## config.mk

```make
export PLATFORM = sky130hd
export DESIGN_NAME = hazard_ctrl
export DESIGN_NICKNAME = d
export VERILOG_FILES = /design/src/rtl/hazard_ctrl.sv
export SDC_FILE = /design/constraint.sdc
export NUM_CORES = 1
export LEC_CHECK = 0
export CORE_ASPECT_RATIO = 1.1
export CORE_MARGIN = 1
export CORE_UTILIZATION = 35
export CTS_BUF_LIST = sky130_fd_sc_hd__clkbuf_2 sky130_fd_sc_hd__clkbuf_4 sky130_fd_sc_hd__clkbuf_8
export DETAILED_ROUTE_END_ITERATION = 6
export PLACE_DENSITY = 0.69
export SLEW_MARGIN = 0
export SYNTH_ARGS = -nofsm -noshare
export SYNTH_HDL_FRONTEND = slang
export SYNTH_SLANG_ARGS = --single-unit
export TNS_END_PERCENT = 50
```

## constraint.sdc

```tcl
create_clock -name clk -period 3.48 [get_ports clk]
set_input_delay 0.522 -clock clk [delete_from_list [all_inputs] [get_ports clk]]
set_output_delay 0.522 -clock clk [all_outputs]
set_load 0.05 [all_outputs]
```

## src/rtl/hazard_ctrl.sv

```systemverilog
// Pipeline stall/flush controller: memory waits, EX redirects and load-use bubbles.
// States: RUN = normal issue | KILL = redirect held until the in-flight wrong-path fetch returns.
module hazard_ctrl #(
  parameter int CNT_W = 32
) (
  input  logic             clk,
  input  logic             rst,
  input  logic             IM_wait,
  input  logic             DM_wait,
  input  logic [4:0]       ID_rs1,
  input  logic [4:0]       ID_rs2,
  input  logic             ID_use_rs1,
  input  logic             ID_use_rs2,
  input  logic [6:0]       EX_op,
  input  logic [4:0]       EX_rd,
  input  logic             EX_redirect,
  input  logic [31:0]      EX_target,
  output logic             PC_stall,
  output logic             pc_redirect,
  output logic [31:0]      pc_target,
  output logic             IF_ID_stall,
  output logic             IF_ID_flush,
  output logic             ID_EX_stall,
  output logic             ID_EX_flush,
  output logic             EX_MEM_stall,
  output logic             mem_wait,
  output logic             kill_pending,
  output logic [CNT_W-1:0] stall_cycles,
  output logic [CNT_W-1:0] redirect_count
);

  typedef enum logic {RUN = 1'b0, KILL = 1'b1} state_t;

  state_t           r_state, w_next;
  logic [31:0]      r_target_q;
  logic [CNT_W-1:0] r_stall_cycles, r_redirect_count;

  logic w_load_use, w_accept, w_capture;
  logic w_pc_stall, w_pc_redirect, w_if_stall, w_if_flush;
  logic w_ix_stall, w_ix_flush, w_em_stall;

  assign w_load_use = (EX_op == 7'b0000011) && (EX_rd != 5'd0) &&
                      ((ID_use_rs1 && (EX_rd == ID_rs1)) ||
                       (ID_use_rs2 && (EX_rd == ID_rs2)));

  always_comb begin
    w_next        = r_state;
    w_accept      = 1'b0;
    w_capture     = 1'b0;
    w_pc_stall    = 1'b0;
    w_pc_redirect = 1'b0;
    w_if_stall    = 1'b0;
    w_if_flush    = 1'b0;
    w_ix_stall    = 1'b0;
    w_ix_flush    = 1'b0;
    w_em_stall    = 1'b0;
    case (r_state)
      RUN: begin
        if (DM_wait) begin
          w_pc_stall = 1'b1;
          w_if_stall = 1'b1;
          w_ix_stall = 1'b1;
          w_em_stall = 1'b1;
        end else if (EX_redirect && !IM_wait) begin
          w_pc_redirect = 1'b1;
          w_if_flush    = 1'b1;
          w_ix_flush    = 1'b1;
          w_accept      = 1'b1;
        end else if (EX_redirect) begin
          // Fetch still busy: park the target and squash the returning word later.
          w_pc_stall = 1'b1;
          w_if_flush = 1'b1;
          w_ix_flush = 1'b1;
          w_capture  = 1'b1;
          w_accept   = 1'b1;
          w_next     = KILL;
        end else if (IM_wait || w_load_use) begin
          w_pc_stall = 1'b1;
          w_if_stall = 1'b1;
          w_ix_flush = 1'b1;
        end
      end
      KILL: begin
        if (DM_wait) begin
          w_pc_stall = 1'b1;
          w_if_stall = 1'b1;
          w_ix_stall = 1'b1;
          w_em_stall = 1'b1;
        end else if (IM_wait) begin
          w_pc_stall = 1'b1;
          w_if_flush = 1'b1;
          w_ix_flush = 1'b1;
        end else begin
          w_pc_redirect = 1'b1;
          w_if_flush    = 1'b1;
          w_ix_flush    = 1'b1;
          w_next        = RUN;
        end
      end
      default: w_next = RUN;
    endcase
  end

  assign PC_stall     = w_pc_stall    & ~rst;
  assign pc_redirect  = w_pc_redirect & ~rst;
  assign IF_ID_stall  = w_if_stall    & ~rst;
  assign IF_ID_flush  = w_if_flush    & ~rst;
  assign ID_EX_stall  = w_ix_stall    & ~rst;
  assign ID_EX_flush  = w_ix_flush    & ~rst;
  assign EX_MEM_stall = w_em_stall    & ~rst;
  assign mem_wait     = w_em_stall    & ~rst;
  assign kill_pending = (r_state == KILL) & ~rst;
  assign pc_target    = (r_state == KILL) ? r_target_q : EX_target;

  assign stall_cycles   = r_stall_cycles;
  assign redirect_count = r_redirect_count;

  always_ff @(posedge clk) begin
    if (rst) begin
      r_state          <= RUN;
      r_target_q       <= 32'd0;
      r_stall_cycles   <= '0;
      r_redirect_count <= '0;
    end else begin
      r_state <= w_next;
      if (w_capture)
        r_target_q <= EX_target;
      if (w_pc_stall && (r_stall_cycles != '1))
        r_stall_cycles <= r_stall_cycles + CNT_W'(1);
      if (w_accept && (r_redirect_count != '1))
        r_redirect_count <= r_redirect_count + CNT_W'(1);
    end
  end

endmodule

```

Word-level counts from Yosys, hierarchy flattened:

Cells that the tools add are included.

* add/subtract/negate cells: 2
* reduce and logical (&&, ||, !) cells: 11
* equal/unequal tests: 5
* mux-type cells: 31
* multipliers: 0
* shifts and indexed selects: 0
* bitwise logic cells: 9
* div/mod/pow operators: 0
* magnitude comparators: 0

Operator list (count)
* 32-bit by 1-bit adder with 32-bit output (second input constant): 2
* 32-bit != test (second input constant): 2
* 32-bit two-way mux: 1
* 1-bit two-way mux: 24
* 1-bit case mux with 2 select lines: 6
* 5-bit == test: 2
* 1-bit AND: 7
* 7-bit by 2-bit == test with 1-bit output (second input constant): 1
* 1-bit logical AND: 7
* 5-bit nonzero test: 1
* 1-bit logical OR: 2
* 1-bit inverter: 2
* 1-bit logical NOT: 1

* register bits after elaboration: 97
* memories: 0
* latch bits: 0
* bits in writable memories: 0
* logic and storage cells: 62
* ROM bits: 0

Logic depth before layout (Yosys ltp):

Gate-level depths: netlist of the first run.

* word-level depth: 11
* depth in mapped cells: 9
* depth with buffers taken out: 7

Worst setup path after synthesis of the first run:

No wires, ideal clock.

* path type: input to output
* from: in rst
* to: out pc_redirect
* arrival time: 2419 ps
* cell stages on the path: 3
* path buffers: 2
* required time: 2958 ps
* path slack: 539 ps
* cells stage by stage: clkbuf_1 -> clkbuf_1 -> nor4_1

* word-level cells in the longest chain between the ends: 2

RTL lines
* start, declared: RTL line 7 `input logic rst,`
* 1-bit inverter: RTL line 105 `assign pc_redirect = w_pc_redirect & ~rst;`
* 1-bit AND: RTL line 105
* end, declared: RTL line 19 `output logic pc_redirect,`

No other way between the ends.

Worst setup path in the final report of the first run:

* from: in EX_rd[1]
* to: out ID_EX_flush

* word-level cells in the longest chain between the ends: 11
* elaborated cells between the ends (all ways): 15
* classes of those cells: 2 x eq/ne; 5 x mux; 1 x bitwise; 7 x reduce/logical

RTL lines
* start, declared: RTL line 15 `input logic [4:0] EX_rd,`
* 5-bit == test, on equally long branches: RTL line 43, 44
* 1-bit logical AND, on equally long branches: RTL line 43, 44
* 1-bit logical OR: RTL line 43 `((ID_use_rs1 && (EX_rd == ID_rs1)) ||`
* 1-bit logical AND (*): RTL line 42 `assign w_load_use = (EX_op == 7'b0000011) && (EX_rd != 5'd0) &&`
* 1-bit logical OR (*): RTL line 77 `end else if (IM_wait || w_load_use) begin`
* 1-bit two-way mux (*): RTL line 77
* 1-bit two-way mux (*): RTL line 69 `end else if (EX_redirect) begin`
* 1-bit two-way mux (*): RTL line 64 `end else if (EX_redirect && !IM_wait) begin`
* 1-bit two-way mux (*): RTL line 59 `if (DM_wait) begin`
* 1-bit case mux with 2 select lines (*): RTL line 57 `case (r_state)`
* 1-bit AND (*): RTL line 109 `assign ID_EX_flush = w_ix_flush & ~rst;`
* end, declared: RTL line 24 `output logic ID_EX_flush,`

Mark *: on every way between the ends. The rest lies on a longest branch, timed or not.

==> metrics.yaml, run 1 <==
floorplan:
  area_of_the_die_um2: 14300
  initial_utilization_pct: 36.2
  rows: 44
  die-width_um: 114
  core_area_um2: 13400
  height_of_the_die_um: 125
  num_io_pins: 166
power:
  sw_frac_of_total_pct: 29.1
  sequentialPowerShare_pct: 50.7
  p_comb_share_pct: 19.7
  p_leak_uw: 0.00218
  power.share.clock_pct: 29.6
  power.ir.vdd_worst_mv: 0.191
  power.net_switching_uw: 657
  pwr_density_cell_nw_per_um2: 333
  cell_internal_pwr_uw: 1600
clocking:
  root_buffer: "sky130_fd_sc_hd__clkbuf_8"
  cts.path.max_buffers: 2
  cts_repair_resize_count: 0
  ctsHtreeMaxLevel: 3
  cts.sinks: 97
  clock_tree_from_tritoncts: "built"
  postCtsHoldBufs: 0
  post-cts-setup-buffers: 0
  cts.reportedPaths.clkPinSlew_ns: 0.08
  numCtsBuffers: 9
  clock_latency_ns: 0.38
logic_synthesis:
  netlist_area_um2: 4840
  synth_largest_type_area_fraction_pct: 40.1
  yosys_most_used_dff: "sky130_fd_sc_hd__dfxtp_1"
  synth_enable_flop_cells: 0
  synth_sequential_area_ratio_pct: 40.1
  synth_warnings: 0
  asyncSetResetFlopFracSynth_pct: 0
  syn_avg_cell_area_um2: 8.21
  ys_types: 42
  synth_cells: 590
  synth_top_cells_by_area: "sky130_fd_sc_hd__dfxtp_1 40%, sky130_fd_sc_hd__mux2_2 7.4%, sky130_fd_sc_hd__nand2_1 7.4%"
  synthesis.nets: 653
  synth.ff_latch_count: 97
  synth_top_area_cell: "sky130_fd_sc_hd__dfxtp_1"
final_layout:
  synthToLayoutAreaGrowth_pct: 39.6
  final_layout_size_suffix_gt1_share_pct: 9.15
  area.sequential_um2: 1940
  mostFrequentLayoutCell: "sky130_fd_sc_hd__clkdlybuf4s50_1"
  multi_input_area_um2: 2710
  final_area_um2: 6770
  fill_cells: 1269
  insertedDiodeCount: 0
  final_net_count: 802
  most_frequent_cells_in_the_layout: "159 x sky130_fd_sc_hd__clkdlybuf4s50_1, 97 x sky130_fd_sc_hd__dfxtp_1, 96 x sky130_fd_sc_hd__nand2_1"
timing:
  tightestPinTransition_ns: 0.676
  maxSlewViolCount: 0
  final.setup.tns_ns: 0
  slew_headroom_pct: 55.0
  period_needed_ns: 3.10
  worst_clock_skew_ns: 0.0114
  timing.final.setup_violations: 0
  clock.fmax_mhz: 322
  finalCritPeriodShare_pct: 89.2
  rsz0062_at_grt: "no"
  timing_hold_violations_final: 0
place:
  hpwlAfterDp_um: 10300
  post_detailed_placement_cell_area_um2: 6600
  port_buffers: 165
  gp_congestion: 0.844
critical_path:
  cp-end-kind: "primary output"
  r2r_start: "stall_cycles[17]"
  critical_path.reg2reg.endpoint: "stall_cycles[27]"
  cp-start-kind: "primary input"
  criticalPathCategory: "in2out"
  ff2ff_path_depth: 6
  timing.critical_path.required_ns: 2.96
  timing.reg2reg.setup_slack_ns: 0.92
  largest_driver_fanout_on_the_critical_path: 3
  cp.arrival_ns: 2.58
global_routing:
  grt_first_pass_wirelength_um: 21800
  grt_remaining_overflow: 0
  antenna_found_initial: 0
  grt_util_all_layers_pct: 19.1
  first_global_vias: 4527
  pin_count_of_the_biggest_net_entering_global_routing: 67
routing:
  drt_iter0_drc: 229
  drc_errors: 0
  drt_pre_antenna_iters: 6
  dr_total_vias: 4815
  detail_route.vias_per_cell: 5.19
  drt.antenna.violating_nets: 0
  final_routed_wirelength_um: 13800
  drt-wirelength-per-cell_um: 14.9
min_path:
  holdPathStages: 2
  holdPathEnd: "r_target_q[2]"
  hp_class: "reg2reg"
  hold_path.startpoint: "r_target_q[2]"
run:
  max_cap_viol_count: 0
outcome:
  run_status: "complete, no violations"
## Yosys cell counts, types with 10 or more instances
| cell type | n |
|---|---|
| sky130_fd_sc_hd__dfxtp_1 | 97 |
| sky130_fd_sc_hd__nand2_1 | 96 |
| sky130_fd_sc_hd__a21oi_1 | 62 |
| sky130_fd_sc_hd__nor2_1 | 48 |
| sky130_fd_sc_hd__mux2_2 | 32 |
| sky130_fd_sc_hd__nand3_1 | 29 |
| sky130_fd_sc_hd__nand4_1 | 22 |
| sky130_fd_sc_hd__xnor2_1 | 22 |
| sky130_fd_sc_hd__clkbuf_1 | 20 |
| sky130_fd_sc_hd__o21ai_0 | 20 |
| sky130_fd_sc_hd__or4_1 | 18 |
| sky130_fd_sc_hd__or3_1 | 17 |
| sky130_fd_sc_hd__xor2_1 | 16 |
| sky130_fd_sc_hd__o31ai_1 | 12 |
| sky130_fd_sc_hd__nor3_1 | 10 |
## worst max-delay path, stage by stage
cell and delay [ns]:
sky130_fd_sc_hd__clkdlybuf4s50_1 0.47, sky130_fd_sc_hd__or4_1 0.62, sky130_fd_sc_hd__or2_2 0.30, sky130_fd_sc_hd__a41o_1 0.22
sky130_fd_sc_hd__o31a_1 0.25, sky130_fd_sc_hd__buf_4 0.19
## sequential cells by signal, indices dropped and copies added, names as in the netlist
name / cells
r_target_q: 32
redirect_count: 32
stall_cycles: 32
r_state: 1
## how the worst max path moves through the flow
stage	from	end	slack, ns	cells past startpoint
2_1_floorplan	rst	pc_redirect	0.54	3
3_3_place_gp	EX_rd[2]	ID_EX_flush	0.39	6
3_5_place_dp	EX_op[1]	stall_cycles[27]	0.29	7
4_1_cts	EX_rd[1]	ID_EX_flush	0.38	6
5_1_grt	EX_rd[1]	IF_ID_stall	0.32	7
6_report	EX_rd[1]	ID_EX_flush	0.38	6
## logic make-up (layout without fill, tap and decap cells)
logic type / after synthesis / after routing / synth area share (%)
flops: 97 / 97 / 40.1
simple gates: 275 / 275 / 28.2
mux: 36 / 36 / 8.34
fa+ha+maj: 2 / 2 / 0.516
buf+inv: 40 / 193 / 3.95
compound gates: 102 / 102 / 12.0
xor+xnor: 38 / 38 / 6.87
## stage by stage
| stage | utilization (%) | instances | power [uW] | hold WS [ns] | setup WS [ns] |
|---|---|---|---|---|---|
| 5_1_grt | 50.6 | 927 | 2360 | 0.478 | 0.320 |
| 3_5_place_dp | 49.3 | 912 | 1620 | 0.447 | 0.294 |
| 3_3_place_gp | 49.3 | 912 | 1610 | 0.439 | 0.393 |
| 6_report | 50.6 | 927 | 2260 | 0.456 | 0.376 |
| 4_1_cts | 50.6 | 927 | 2290 | 0.459 | 0.379 |
| 2_1_floorplan | - | 590 | 1440 | 0.433 | 0.539 |
## layer usage
layer / vias up / part of all wire (%) / GRT usage (%)
met5: - / 0 / 0
met3: 18 / 5.7 / 3.83
met2: 135 / 47 / 32.3
met1: 2266 / 45 / 23.3
met4: 0 / 2.1 / 8.71
li1: 2396 / - / -
## cell type report
class,count,share of cell area (%)
Clock inverter,3,0.259
Inverter,6,0.333
Tap cell,184,3.40
Multi-Input combinational cell,453,40.1
Clock buffer,12,2.26
Sequential cell,97,28.7
Timing Repair Buffer,172,25.0
## power groups by stage
stage | Sequential (uW) | Clock [uW] | Combinational [uW]
2_1_floorplan | 1180 | 0 | 258
3_3_place_gp | 1170 | 0 | 441
5_1_grt | 1150 | 740 | 469
4_1_cts | 1140 | 694 | 448
6_report | 1140 | 667 | 445
3_5_place_dp | 1170 | 0 | 446
Note: power is estimated with default switching activity, not from simulation.
==> run 2: changes to the inputs <==
--- a/config.mk
+++ b/config.mk
@@ -5,6 +5,7 @@
 export SDC_FILE = /design/constraint.sdc
 export NUM_CORES = 1
 export LEC_CHECK = 0
+export ABC_AREA = 0
 export CORE_ASPECT_RATIO = 1.1
 export CORE_MARGIN = 1
 export CORE_UTILIZATION = 35
==> results of run 2 <==
The final DEF is identical to that of run 1; final timing and power are the same.
==> RTL change 1: new RTL, flow settings as in run 2 <==
The parameter `CNT_W` goes from 32 to 40.
--- a/src/rtl/hazard_ctrl.sv
+++ b/src/rtl/hazard_ctrl.sv
@@ -1,7 +1,7 @@
 // Pipeline stall/flush controller: memory waits, EX redirects and load-use bubbles.
 // States: RUN = normal issue | KILL = redirect held until the in-flight wrong-path fetch returns.
 module hazard_ctrl #(
-  parameter int CNT_W = 32
+  parameter int CNT_W = 40
 ) (
   input  logic             clk,
   input  logic             rst,
Interface: changed (resized redirect_count and stall_cycles); port bits go from 166 to 182. No check against the original RTL was run, so the function may have changed too.
==> RTL change 1 against run 2 <==
Area after synthesis up 17%; critical endpoint is now pc_target[8]; total power up 34%; hold slack worse by 150 ps; combinational power is essentially flat; sequential cell count rose by 16; sequential share of layout area shrank 0.70 points; cell area is 19% higher; critical path depth shrank 3; wire length is 12% higher; non-clock buffer count is 19 higher; register-to-register slack got worse by 20 ps; sequential power is 17% higher; worst setup slack better by 6.1 ps.
==> RTL change 1: results (changes against run 2) <==
- Pre-Repair DR Iteration Count: 5 (-1)
- Largest net degree at the start of global routing: 75 (+12%)
- Num CTS Buffers: 17 (+8)
- XOR/XNOR Fraction of Synth Area: 11.4% (+4.5 points)
- Met3 Use GR: 5.22% (+1.4 points)
- Synth Area in Adders: 0.441% (-0.076 points)
- Share of cells above drive strength 1: 10.7% (+1.6 points)
- Clk slew on worst S/H paths: 60 ps (-20 ps)
- Status: finished, final reports clean
- Max rail drop VDD: 0.202 mV (+5.9%)
- Leak Pwr: 2.77 nW (+27%)
- Post-synthesis compound-gate area fraction: 6.19% (-5.8 points)
- Final Skew: 11.4 ps (-0.00630 ps)
- Number of global-route vias before repair: 5092 (+12%)
- Delay-heaviest family, CP: buffers and inverters
- Commonest cells post-synth: 113 x dfxtp_1, 105 x nand2_1, 101 x nor2_1, 47 x xor2_1, 46 x a21oi_1
- Largest cells by area after synthesis: dfxtp_1 40%, xor2_1 7.2%, nand2_1 6.9%, nor2_1 6.7%, mux2_2 6.3%
- Htree depth: 4 (+1)
- Slowest-stage cell, CP: dfxtp_1
- Post-synth net total: 757 (+16%)
- Synth cell types: 52 (+24%)
- Proportion of synthesized area in mux cells: 6.54% (-1.8 points)
- Net count, final: 929 (+16%)
- Drt first-iter violations: 304 (+33%)
- Diode count: 0 (unchanged)
- Max transition margin: 45.6% (-9.4 points)
- Final WL: 15.5 mm (+12%)
- Hpwl dp: 10.9 mm (+6.1%)
- Grt met2 use: 30.2% (-2.1 points)
- Max stage delay on crit path: 810 ps (+190 ps)
- Vias per cell: 5.13 (-1.2%)
- Clk Latency, worst-skew pair: 430 ps (+50 ps)
- Total GRT Usage: 19.1% (-0.053 points)
- Max FO, Critical Path: 22 (+19)
- First-pass GRT wire length: 25.1 mm (+15%)
[RTL change 1: stage by stage]
step	hold WS, ps	power (W)	instance area [um^2]	setup WS (ps)	std cells
2_1_floorplan	433	0.00161	5680	567	694
3_3_place_gp	440	0.00180	7680	523	1047
3_5_place_dp	443	0.00180	7680	459	1047
4_1_cts	268	0.00306	8080	325	1077
5_1_grt	280	0.00315	8080	268	1077
6_report	302	0.00302	8080	382	1077
[RTL change 1: cells by family (layout without fill, tap and decap cells)]
| logic type | Yosys count | in the layout |
|---|---|---|
| simple gates | 363 | 363 |
| mux | 33 | 33 |
| compound gates | 64 | 64 |
| buf+inv | 45 | 228 |
| flops | 113 | 113 |
| fa+ha+maj | 2 | 2 |
| xor+xnor | 74 | 74 |
[RTL change 1: final cells by class]
cell class	count	area, um^2
repair buffers	191	1920
clock inverters	5	77.6
well taps	200	250
clock buffers	25	319
fillers	1497	7720
multi-input cells	536	3220
flip-flops and latches	113	2260
inverters	7	26.3
[RTL change 1: path summary, 6_finish.rpt]
path	startpoint	depth (start not counted)	slack [ps]	endpoint
worst min register to register	r_target_q[10]	2	450	r_target_q[10]
worst max-delay path	r_state	3	380	pc_target[8]
worst min-delay path	rst	2	300	redirect_count[1]
worst max register to register	r_state	6	900	redirect_count[39]
[RTL change 1: power by group through the flow]
stage	Combinational, W	Sequential, W	Clock (W)
3_5_place_dp	0.000446	0.00136	0
2_1_floorplan	0.000248	0.00137	0
4_1_cts	0.000448	0.00133	0.00129
3_3_place_gp	0.000445	0.00136	0
5_1_grt	0.000472	0.00133	0.00134
6_report	0.000445	0.00133	0.00124
[RTL change 1: worst register-to-register path, stage by stage, from the launching register on]
cell and delay [ps]:
dfxtp_1 550, buf_12 290, nor3b_4 390, inv_2 80
or4_4 660, or3_1 380, a21oi_1 160
[RTL change 1: routing by layer]
layer	part of all wire, %	wire [um]
met1	45	6920
met5	0	0
met2	47	7340
met4	1.6	256
met3	6.5	1010
==> RTL change 2: new RTL, flow settings as in run 2 <==
Made on the original files. Put a register stage on the output `pc_redirect`, cleared by the reset. The value now appears one clock later. The other outputs are not delayed to match.
--- a/src/rtl/hazard_ctrl.sv
+++ b/src/rtl/hazard_ctrl.sv
@@ -102,7 +102,13 @@
   end
 
   assign PC_stall     = w_pc_stall    & ~rst;
-  assign pc_redirect  = w_pc_redirect & ~rst;
+  always_ff @(posedge clk) begin
+    if (rst) begin
+      pc_redirect <= '0;
+    end else begin
+      pc_redirect <= w_pc_redirect & ~rst;
+    end
+  end
   assign IF_ID_stall  = w_if_stall    & ~rst;
   assign IF_ID_flush  = w_if_flush    & ~rst;
   assign ID_EX_stall  = w_ix_stall    & ~rst;
Check against the original RTL: not equivalent (Yosys sat finds a counterexample within 4 cycles, from zero or initial values and one cycle with rst high).
==> RTL change 2 against run 2 <==
Hold slack improved by 1.1 ps; total power increased by 5.1%; final cell count increased by 1.2%; clock power increased by 15%; area after synthesis increased by 2.4%; sequential cell count increased by 1; wire length increased by 5.0%; highest routed layer unchanged; cell area increased by 2.6%; worst setup slack got worse by 160 ps; clock skew decreased by 4.1 ps; critical path type is now flop to primary output.
==> RTL change 2: results (changes against run 2) <==
- Placement Cell Area: 6740 um^2 (+2.2%)
- Largest net degree at the start of global routing: 67 (unchanged)
- Hpwl dp: 10.5 mm (+1.8%)
- Hold Crit Class: flop to flop
- Primary FF master, synth: dfxtp_1
- Max FO, Critical Path: 20 (+17)
- Worst r2r path cells: 7 (+1)
- Post-synth net total: 662 (+1.4%)
- Initial antenna violation count: 0 (unchanged)
- Clock Path Buffers: 2 (unchanged)
- Slowest-stage cell, CP: dfxtp_1
- Pre-CTS WS: 388 ps (+93.7 ps)
- Max stage delay on crit path: 870 ps (+250 ps)
- Post-synthesis sequential area ratio: 39.5% (-0.54 points)
- Status: finished, final reports clean
- Net count, final: 808 (+0.75%)
- WL/cell: 15.5 um (+3.8%)
- Max rail drop VDD: 0.176 mV (-7.6%)
- YS warnings: 0 (unchanged)
- Clk slew on worst S/H paths: about 90 ps
- Post-CTS setup buffer count: 0 (unchanged)
- Proportion of synthesized area in mux cells: 7.67% (-0.67 points)
- Share of cells above drive strength 1: 9.07% (-0.085 points)
- Total GRT Usage: 20.6% (+1.5 points)
- Post-synthesis compound-gate area fraction: 12.4% (+0.35 points)
- Max transition margin: 22.4% (-33 points)
- Routability Congestion: 0.801 (-5.1%)
- Clk root buf: clkbuf_8
- Leak Pwr: 2.21 nW (+1.6%)
- First-pass GRT wire length: 23.9 mm (+9.5%)
- Critical Path AT: 2750 ps (+170 ps)
- Final Skew: 7.27 ps (-4.11 ps)
- Vias per cell: 5.42 (+4.3%)
- Largest cells by area after synthesis: dfxtp_1 40%, mux2_2 7.3%, nand2_1 6.9%, a21oi_1 6.9%, xnor2_1 6.0%
- Drt first-iter violations: 413 (+80%)
- XOR/XNOR Fraction of Synth Area: 6.71% (-0.16 points)
- Synth cell types: 46 (+9.5%)
- Number of global-route vias before repair: 4787 (+5.7%)
- Diode count: 0 (unchanged)
- Pre-Repair DR Iteration Count: 5 (-1)
- Port Buffers: 165 (unchanged)
- Commonest cells post-synth: 98 x dfxtp_1, 91 x nand2_1, 68 x a21oi_1, 40 x nor2_1, 34 x xnor2_1
- Synth Area in Adders: 0.504% (-0.012 points)
==> RTL change 2: changes by cell type after synthesis, sizes merged, moves of 7 or more <==
cell / run 2 / this run
xnor2: 22 / 34
xor2: 16 / 4
and3: 4 / 12
clkbuf: 20 / 28
nor2: 48 / 40
nor3: 10 / 17
==> RTL change 2: cell families (layout without fill, tap and decap cells) <==
| group | count (synthesis) | count (layout) |
|---|---|---|
| simple gates | 277 | 277 |
| compound gates | 109 | 109 |
| flops | 98 | 98 |
| buf+inv | 41 | 192 |
| xor+xnor | 38 | 38 |
| mux | 34 | 34 |
| fa+ha+maj | 2 | 2 |
==> RTL change 2: per-layer routing <==
| metal | global-route usage, % | wire [um] |
|---|---|---|
| met5 | 0 | 0 |
| met4 | 8.79 | 369 |
| met3 | 5.35 | 1050 |
| met2 | 33.7 | 6960 |
| met1 | 25.4 | 6150 |
==> RTL change 2: power by group <==
part	leakage [nW]	internal, W	switching [W]
logic	1.32	0.000186	0.000264
clock network	0.106	0.000358	0.000407
registers	0.792	0.00114	0.0000178
total	2.21	0.00168	0.000688
==> RTL change 2: worst paths after layout <==
check / startpoint / end / slack, ps
setup / recovery: r_state / pc_target[22] / 210
setup reg to reg: r_state / r_target_q[16] / 520
hold / removal: r_target_q[10] / r_target_q[10] / 460
hold reg to reg: r_target_q[10] / r_target_q[10] / 460
==> RTL change 2: per-stage QoR <==
stage	cells	total power [W]
2_1_floorplan	599	0.00145
3_3_place_gp	922	0.00163
3_5_place_dp	922	0.00163
4_1_cts	938	0.00239
5_1_grt	938	0.00247
6_report	938	0.00237
==> RTL change 2: worst max-delay path: cells and delay by family (launching register included) <==
| family | cells | cell delay, ps |
|---|---|---|
| buffers and inverters | 2 | 1110 |
| multiplexers | 1 | 380 |
| flip-flops | 1 | 870 |
==> RTL change 2: cell type report <==
cell class / instances / area (um^2)
Clock buffer: 11 / 145
Clock inverter: 5 / 53.8
Fill cell: 1339 / 6860
Inverter: 3 / 11.3
Multi-Input combinational cell: 460 / 2820
Sequential cell: 98 / 1960
Tap cell: 188 / 235
Timing Repair Buffer: 173 / 1710
